### src/rtl/alarm_clock_pkg.sv
// Shared definitions for the alarm-clock datapath: field widths, mode codes,
// button identifiers and a wrap-around increment helper.
package alarm_clock_pkg;

    localparam int HR_W   = 5;
    localparam int MIN_W  = 6;
    localparam int MODE_W = 3;

    localparam logic [MODE_W-1:0] RUN         = 3'd0;
    localparam logic [MODE_W-1:0] ADJ_CLK_HR  = 3'd1;
    localparam logic [MODE_W-1:0] ADJ_CLK_MIN = 3'd2;
    localparam logic [MODE_W-1:0] ADJ_ALM_HR  = 3'd3;
    localparam logic [MODE_W-1:0] ADJ_ALM_MIN = 3'd4;

    typedef enum logic [MODE_W-1:0] {
        M_RUN         = RUN,
        M_ADJ_CLK_HR  = ADJ_CLK_HR,
        M_ADJ_CLK_MIN = ADJ_CLK_MIN,
        M_ADJ_ALM_HR  = ADJ_ALM_HR,
        M_ADJ_ALM_MIN = ADJ_ALM_MIN
    } mode_e;

    typedef enum logic [2:0] {
        BTN_NONE,
        BTN_C,
        BTN_R,
        BTN_L,
        BTN_U,
        BTN_D
    } btn_e;

    function automatic int unsigned wrap_inc(input int unsigned v, input int unsigned max_v);
        return (v >= max_v) ? 0 : v + 1;
    endfunction

endpackage

### src/rtl/wrap_counter.sv
// Up/down counter over 0..MAX that wraps in both directions. carry is a
// combinational pulse on an inc that wraps MAX -> 0, so it can cascade same-edge.
module wrap_counter #(
    parameter int MAX = 59,
    parameter int W   = 6
) (
    input  logic         clk,
    input  logic         rst,
    input  logic         inc,
    input  logic         dec,
    output logic [W-1:0] value,
    output logic         carry
);

    logic [W-1:0] value_q;
    logic [W-1:0] value_d;
    logic         at_max;
    logic         at_zero;

    assign at_max  = (value_q == W'(MAX));
    assign at_zero = (value_q == '0);

    always_comb begin
        value_d = value_q;
        if (inc) begin
            value_d = at_max ? '0 : value_q + W'(1);
        end else if (dec) begin
            value_d = at_zero ? W'(MAX) : value_q - W'(1);
        end
    end

    always_ff @(posedge clk) begin
        if (rst) begin
            value_q <= '0;
        end else begin
            value_q <= value_d;
        end
    end

    assign value = value_q;
    assign carry = inc && at_max;

endmodule

### src/rtl/time_set_ctrl.sv
// Alarm-clock mode controller: button priority, mode FSM, alarm ring and the
// inc/dec steering into the clock and alarm hour/minute counters.
module time_set_ctrl
    import alarm_clock_pkg::*;
#(
    parameter int HR_MAX  = 23,
    parameter int MIN_MAX = 59
) (
    input  logic              clk,
    input  logic              rst,
    input  logic              tick_min,
    input  logic              btn_c,
    input  logic              btn_u,
    input  logic              btn_d,
    input  logic              btn_l,
    input  logic              btn_r,
    input  logic              alarm_en,
    output logic [HR_W-1:0]   clk_hr,
    output logic [MIN_W-1:0]  clk_min,
    output logic [HR_W-1:0]   alm_hr,
    output logic [MIN_W-1:0]  alm_min,
    output logic [MODE_W-1:0] mode,
    output logic              alarm_ring
);

    mode_e              mode_q, mode_d;
    logic               ring_q, ring_d;
    btn_e               btn;
    logic               clk_frozen;
    logic               tick_adv;
    logic               ring_set;
    logic               ring_clr;
    logic [HR_W-1:0]    nxt_hr;
    logic [MIN_W-1:0]   nxt_min;

    // Index 0 = clock, index 1 = alarm.
    logic [1:0]         hr_inc, hr_dec, min_inc, min_dec;
    logic [1:0]         hr_carry, min_carry;
    logic [HR_W-1:0]    hr_val  [2];
    logic [MIN_W-1:0]   min_val [2];

    always_comb begin
        btn = BTN_NONE;
        if (btn_c)      btn = BTN_C;
        else if (btn_r) btn = BTN_R;
        else if (btn_l) btn = BTN_L;
        else if (btn_u) btn = BTN_U;
        else if (btn_d) btn = BTN_D;
    end

    assign clk_frozen = (mode_q == M_ADJ_CLK_HR) || (mode_q == M_ADJ_CLK_MIN);
    assign tick_adv   = tick_min && !clk_frozen;

    // Hour carry only follows the tick path so manual minute edits never spill.
    assign min_inc[0] = ((mode_q == M_ADJ_CLK_MIN) && (btn == BTN_U)) || tick_adv;
    assign min_dec[0] = (mode_q == M_ADJ_CLK_MIN) && (btn == BTN_D);
    assign hr_inc[0]  = ((mode_q == M_ADJ_CLK_HR) && (btn == BTN_U)) || (tick_adv && min_carry[0]);
    assign hr_dec[0]  = (mode_q == M_ADJ_CLK_HR) && (btn == BTN_D);
    assign min_inc[1] = (mode_q == M_ADJ_ALM_MIN) && (btn == BTN_U);
    assign min_dec[1] = (mode_q == M_ADJ_ALM_MIN) && (btn == BTN_D);
    assign hr_inc[1]  = (mode_q == M_ADJ_ALM_HR) && (btn == BTN_U);
    assign hr_dec[1]  = (mode_q == M_ADJ_ALM_HR) && (btn == BTN_D);

    for (genvar gi = 0; gi < 2; gi++) begin : g_time
        wrap_counter #(.MAX(HR_MAX), .W(HR_W)) u_hr (
            .clk   (clk),
            .rst   (rst),
            .inc   (hr_inc[gi]),
            .dec   (hr_dec[gi]),
            .value (hr_val[gi]),
            .carry (hr_carry[gi])
        );
        wrap_counter #(.MAX(MIN_MAX), .W(MIN_W)) u_min (
            .clk   (clk),
            .rst   (rst),
            .inc   (min_inc[gi]),
            .dec   (min_dec[gi]),
            .value (min_val[gi]),
            .carry (min_carry[gi])
        );
    end

    logic unused_carries;
    assign unused_carries = ^{hr_carry, min_carry[1]};

    // Clock time as it will read after a tick, for the alarm match.
    always_comb begin
        nxt_min = MIN_W'(wrap_inc(32'(min_val[0]), MIN_MAX));
        nxt_hr  = hr_val[0];
        if (min_val[0] == MIN_W'(MIN_MAX)) begin
            nxt_hr = HR_W'(wrap_inc(32'(hr_val[0]), HR_MAX));
        end
    end

    assign ring_set = tick_adv && alarm_en && (nxt_hr == hr_val[1]) && (nxt_min == min_val[1]);
    assign ring_clr = btn_c || (tick_min && ring_q) || !alarm_en;
    assign ring_d   = !ring_clr && (ring_q || ring_set);

    always_comb begin
        mode_d = mode_q;
        case (mode_q)
            M_RUN: begin
                if ((btn == BTN_C) && !ring_q) mode_d = M_ADJ_CLK_HR;
            end
            M_ADJ_CLK_HR: begin
                if (btn == BTN_C)      mode_d = M_RUN;
                else if (btn == BTN_R) mode_d = M_ADJ_CLK_MIN;
                else if (btn == BTN_L) mode_d = M_ADJ_ALM_MIN;
            end
            M_ADJ_CLK_MIN: begin
                if (btn == BTN_C)      mode_d = M_RUN;
                else if (btn == BTN_R) mode_d = M_ADJ_ALM_HR;
                else if (btn == BTN_L) mode_d = M_ADJ_CLK_HR;
            end
            M_ADJ_ALM_HR: begin
                if (btn == BTN_C)      mode_d = M_RUN;
                else if (btn == BTN_R) mode_d = M_ADJ_ALM_MIN;
                else if (btn == BTN_L) mode_d = M_ADJ_CLK_MIN;
            end
            M_ADJ_ALM_MIN: begin
                if (btn == BTN_C)      mode_d = M_RUN;
                else if (btn == BTN_R) mode_d = M_ADJ_CLK_HR;
                else if (btn == BTN_L) mode_d = M_ADJ_ALM_HR;
            end
            default: mode_d = M_RUN;
        endcase
    end

    always_ff @(posedge clk) begin
        if (rst) begin
            mode_q <= M_RUN;
            ring_q <= 1'b0;
        end else begin
            mode_q <= mode_d;
            ring_q <= ring_d;
        end
    end

    assign clk_hr     = hr_val[0];
    assign clk_min    = min_val[0];
    assign alm_hr     = hr_val[1];
    assign alm_min    = min_val[1];
    assign mode       = mode_q;
    assign alarm_ring = ring_q;

endmodule

### config.mk
export PLATFORM = sky130hd
export DESIGN_NAME = time_set_ctrl
export DESIGN_NICKNAME = d
export VERILOG_FILES = /design/src/rtl/alarm_clock_pkg.sv /design/src/rtl/wrap_counter.sv /design/src/rtl/time_set_ctrl.sv
export SDC_FILE = /design/constraint.sdc
export NUM_CORES = 1
export LEC_CHECK = 0
export CORE_UTILIZATION = 45
export CTS_CLUSTER_SIZE = 40
export DETAILED_ROUTE_END_ITERATION = 6
export GPL_TIMING_DRIVEN = 0
export PLACE_DENSITY_LB_ADDON = 0.3
export SYNTH_ARGS = -nofsm -noshare
export SYNTH_HDL_FRONTEND = slang
export SYNTH_HIERARCHICAL = 1
export SYNTH_SLANG_ARGS = --single-unit
### constraint.sdc
create_clock -name clk -period 6.9 [get_ports clk]
set_input_delay 1.725 -clock clk [delete_from_list [all_inputs] [get_ports clk]]
set_output_delay 1.725 -clock clk [all_outputs]
set_load 0.02 [all_outputs]
# == Yosys cells after proc, flatten, opt, wreduce, memory -nomap -nowiden ==
# Cells that the tools add are included.
# word_totals
input_bits,9
reg_bits,26
word_cells,113
ramBits,0
output_inout_bits,26
latchBits,0
rom_bits,0
memories,0
# classes
shifts,0
magnitude_cmp,2
n_mul,0
div_mod_pow,0
reduce_logical,37
n_mux,38
bitwise,0
add_sub_neg,10
eq_ne,20
# ops
op,count
$mux W3,18
$mux W6,9
$mux W5,10
$add A6 B1 Y6 const B,3
$logic_and A1 B1 Y1,17
$ne A4 B1 Y1 const B,4
$add A5 B1 Y5 const B,3
$pmux W3 S5,1
$eq A3 B2 Y1 const B,4
$eq A6 B6 Y1 const B,2
$logic_not A6 Y1,2
$sub A6 B1 Y6 const B,2
$eq A5 B5 Y1 const B,2
$logic_not A5 Y1,2
$sub A5 B1 Y5 const B,2
$eq A3 B3 Y1 const B,3
$reduce_bool A2 Y1,4
$eq A3 B1 Y1 const B,2
$eq A6 B6 Y1,1
$ge A6 B6 Y1 const B,1
$logic_or A1 B1 Y1,6
$eq A5 B5 Y1,1
$ge A5 B5 Y1 const B,1
$reduce_and A5 Y1,1
3 further kinds,6

# == Longest topological paths before layout ==
# logic_depth
ltp_word,12
mapped_depth,15
depth_no_buf,15

# == Cells and area by module ==
# Netlist, hierarchy kept.
# by_module_without_submodules
module,seq_area_each_um2,area_each_um2,cells_per_inst,n_inst
wrap_counter at g_time[0].u_min ...,120.1,551.8,72,2
time_set_ctrl,80.1,884.6,131,1
wrap_counter at g_time[0].u_hr ...,100.1,344.1,39,2

# == Worst setup path after synthesis ==
# No wires, ideal clock.
# synth_path
path_type,input to register
from,in btn_r
to,reg g_time[0].u_hr.value_q[2]
t_arrival_ns,3.984
setup_time_ns,0.115
slack_ns,2.801
path_stages,15
path_cell_list,nor3_1 > nand2_1 > nor3_1 > a21oi_1 > o22ai_1 > nand3_1 > nor3_1 > nand3_1 > o31ai_1 > nand2_1 > nand2_1 > inv_1 > a31oi_1 > xor2_1 > nor2_1
# synth_between
elab_chain_cells,9
word_cells_on_any_way,13
classes_between,eq/ne: 2; mux: 3; reduce/logical: 8
# synth_rtl
item,line,rtl
"start, declared",time_set_ctrl.sv:16,"input logic btn_r,"
$mux W3 (*),time_set_ctrl.sv:45,else if (btn_r) btn = BTN_R;
$mux W3 (*),time_set_ctrl.sv:44,if (btn_c) btn = BTN_C;
$eq A3 B3 Y1 (*),time_set_ctrl.sv:55,assign min_inc[0] = ((mode_q == M_ADJ_CLK_MIN) && (btn == BTN_U)) || tick_adv;
$logic_and A1 B1 Y1 (*),time_set_ctrl.sv:55,
$logic_or A1 B1 Y1 (*),time_set_ctrl.sv:55,
named net min_inc[0],time_set_ctrl.sv:37,"logic [1:0] hr_inc, hr_dec, min_inc, min_dec;"
$logic_and A1 B1 Y1 (*),wrap_counter.sv:41,assign carry = inc && at_max;
named net min_carry[0],time_set_ctrl.sv:38,"logic [1:0] hr_carry, min_carry;"
$logic_and A1 B1 Y1 (*),time_set_ctrl.sv:57,assign hr_inc[0] = ((mode_q == M_ADJ_CLK_HR) && (btn == BTN_U)) || (tick_adv && min_carry[0]);
$logic_or A1 B1 Y1 (*),time_set_ctrl.sv:57,
named net hr_inc[0],time_set_ctrl.sv:37,
$mux W5 or $reduce_bool A2 Y1 (tied branches),-,
"end signal, assigned",wrap_counter.sv:36,value_q <= value_d;
"end, declared",wrap_counter.sv:15,logic [W-1:0] value_q;
# The timed path passes the listed nets; every way through them passes the cells marked *.
# A chain may end at the register's enable or synchronous reset.

# == Worst setup path after layout ==
# layout_path
from,in btn_c
to,reg g_time[0].u_hr.value_q[2]
# layout_between
elab_chain_cells,8
word_cells_on_any_way,12
classes_between,eq/ne: 2; mux: 2; reduce/logical: 8
# layout_rtl
item,line,rtl
"start, declared",time_set_ctrl.sv:12,"input logic btn_c,"
$mux W3 (*),time_set_ctrl.sv:44,
$eq A3 B3 Y1 (*),time_set_ctrl.sv:55,
$logic_and A1 B1 Y1 (*),time_set_ctrl.sv:55,
$logic_or A1 B1 Y1 (*),time_set_ctrl.sv:55,
named net min_inc[0],time_set_ctrl.sv:37,
$logic_and A1 B1 Y1 (*),wrap_counter.sv:41,
named net min_carry[0],time_set_ctrl.sv:38,
$logic_and A1 B1 Y1 (*),time_set_ctrl.sv:57,
$logic_or A1 B1 Y1 (*),time_set_ctrl.sv:57,
named net hr_inc[0],time_set_ctrl.sv:37,
$mux W5 or $reduce_bool A2 Y1 (tied branches),-,
# Marked as above.

==> flow_summary.toml <==
[timing]
setup_viol = 0
fin_crit_sh = 0.729
finalHoldViolCount = 0
fmaxAchievable_mhz = 199
tns_ns = 0
skew_ns = 0.00871
slew_viol_final = 0
rsz0062_at_grt = "false"
fin_crit_ns = 5.03
worst_pin_slew_ns = 1.17
slew_headroom = 0.219

[global_routing]
grt_max_degree = 28
met2_usage = 0.401
use_met1 = 0.316
use_met3 = 0.0322
grt_pass1_vias = 2667
antenna_found_initial = 0
track_usage = 0.239
globalRoute.busiestLayer = "met2"
grt.overflow.total = 0
grt_first_pass_wirelength_mm = 12.3

[setup_path]
r2r_setup_slack_ns = 3.44
cp_max_fo = 6
worstSetupStartpointType = "input pin"
cp_slowest_cell = "nor3_1"
crit_family = "simple AND/OR/NAND/NOR gates"
critical_path_class = "input pin to flop"
slowest_delay_ns = 0.61
worstSetupEndpointType = "flop"
arrival_ns = 5.17
critPathBufInv = 2
path_cells = "clkdlybuf4s50_1, nor3_1, nand2_1, nor3_1, a21oi_1, o22ai_1, nand3_1, nor3_1, nand3_1, o31ai_1, nand2_1, nand2_1, inv_1, a31oi_1, xor2_1, nor2_1"
critPathRequiredTime_ns = 7.04

[route]
firstDrtPassIters = 4
detail-route-antenna-nets = 0
routed_wl_mm = 7.13
remaining_drc_errors = 0
via_per_inst = 6.15
drt-initial-drc-count = 173
vias = 2847
wl_per_cell_um = 15.4

[layout]
num_antenna_cells = 0
final_net_count = 413
drive_above_1_share = 0.107
area_growth_pct = 18.1

[power_and_ir_drop]
seqPwrFrac = 0.403
combPwrFrac = 0.347
vdd_drop_max_uv = 82.6
pwr-share-clk = 0.250
power_leakage_uw = 0.00106
internal_power_uw = 274
p_sw_uw = 156
switching_share = 0.363
finalPower_uw = 431
power_density_nw_per_um2 = 136

[synthesis]
synth_fp_nets = 374
synthTopCellsByArea = "dfxtp_1, ha_1, a21oi_1"
avgSynthCellArea_um2 = 7.58
async_reset_ff_frac = 0
synth-seq-cells = 26
synth_area_um2 = 2680
yosysMostFrequentCell = "nor2_1"
syn_inst = 353
synth_edf_count = 0
synth.distinct_cells = 72
yosysTopAreaCell = "dfxtp_1"
synth_ff_type = "dfxtp_1"
ys.warnings.count = 6
yosysSeqAreaShare = 0.194
yosys.area.top_type_share = 0.194
ys_top_cells_by_count = "nor2_1, a21oi_1, dfxtp_1"

[floorplanning]
die_w_um = 79.1
rows = 27
initial_utilization = 0.477
fp.dieH_um = 79.1
core_area_um2 = 5610
die-area_um2 = 6260
ios = 35

[run_status]
status = "finished clean"

[clock_tree]
postCtsSetupBuffers = 0
clockBufferDepth = 2
clock-sinks = 26
cts.clk_slew.worst_paths_ns = 0.11
cts_resized = 0
clk_latency_ns = 0.29
htreeDepth = 1
cts_tree = "built"
cts_root_buffer = "clkbuf_8"
ctsHoldBuffers = 0
cts_buffers = 3

[place]
place_congestion = 0.883
dp_hpwl_mm = 5.04
io_buffers = 34

[min_path]
hold_class = "flop to flop"

[flow_run]
drv_cap = 0
worst paths after layout:
path,startpoint,end,cells after the start
worst min register to register,mode[2],mode[2],2
worst max-delay path,btn_c,g_time[0].u_hr/value[2],16
worst max register to register,mode[1],g_time[0].u_hr/value[2],15
worst min-delay path,mode[2],mode[2],2
worst min-delay path: stages (launching register included):
cell and delay, ns:
dfxtp_1 0.35, nand3_1 0.09, a21oi_1 0.06
metal layers:
metal  vias up  wire, um
met5         -         0
met4         0       122
met3        14       284
met2        76      3320
met1      1333      3400
li1       1424         -
per-stage QoR:
| stage | cells | instance area, um^2 | hold slack (ns) | utilization | worst slack [ns] |
|---|---|---|---|---|---|
| floorplan | 353 | 2680 | 0.555 | - | 2.80 |
| global placement | 459 | 3110 | 0.511 | 0.554 | 1.62 |
| detailed placement | 459 | 3110 | 0.516 | 0.554 | 1.54 |
| CTS | 463 | 3160 | 0.531 | 0.564 | 1.86 |
| global route | 463 | 3160 | 0.559 | 0.564 | 1.36 |
| finish | 463 | 3160 | 0.529 | 0.564 | 1.87 |
final cells by class:
cell class                      instances  area, um^2
Clock buffer                            4        55.1
Tap cell                               72        90.1
Multi-Input combinational cell        281        1930
Buffer                                 23         138
Sequential cell                        26         520
Inverter                               23        86.3
Fill cell                             564        2450
Timing Repair Buffer                   34         340
kinds of logic after synthesis:
family / after synthesis / share of synthesized area
AND/OR/NAND/NOR: 133 / 0.285
AO/OA/AOI/OAI: 121 / 0.327
buffers and inverters: 46 / 0.0837
flip-flops: 26 / 0.194
adder cells (fa/ha/maj): 13 / 0.0598
XOR/XNOR: 7 / 0.0229
multiplexers: 7 / 0.0266
power by group through the flow:
stage / Clock [uW] / Combinational (uW) / Sequential (uW)
final: 107 / 150 / 174
after global routing: 117 / 167 / 175
after CTS: 111 / 149 / 173
after detailed placement: 0 / 148 / 177
after global placement: 0 / 145 / 176
after floorplan: 0 / 94.8 / 183
cells in the final DEF, fill, tap and decap left out, types with 4 or more instances in the layout:
master           Yosys  layout
clkdlybuf4s50_1      0      34
nor2_1              29      29
a21oi_1             28      28
dfxtp_1             26      26
inv_1               23      23
nand3_1             22      22
nand2_1             15      15
ha_1                12      12
a211oi_1            11      11
nand2b_1            10      10
o21ai_0              9       9
clkbuf_1             8       8
nor3_1               8       8
buf_2                8       8
o211ai_1             7       7
mux2i_1              6       6
nand4_1              6       6
o21bai_1             5       5
and2_1               5       5
a31oi_1              5       5
or2_2                4       4
o31ai_1              4       4
xnor2_1              4       4
nor2b_1              4       4
clkbuf_8             0       4
buf_6                4       4
nor3b_1              4       4
or4b_4               4       4
a22oi_1              4       4
a311oi_1             4       4
sequential cells by signal, summed over array words and instances, names as in the netlist:
| name | flops |
|---|---|
| g_time.u_min/value | 12 |
| alarm_ring | 1 |
| g_time.u_hr/value | 10 |
| mode | 3 |
Power figures use the tool's default switching activity.
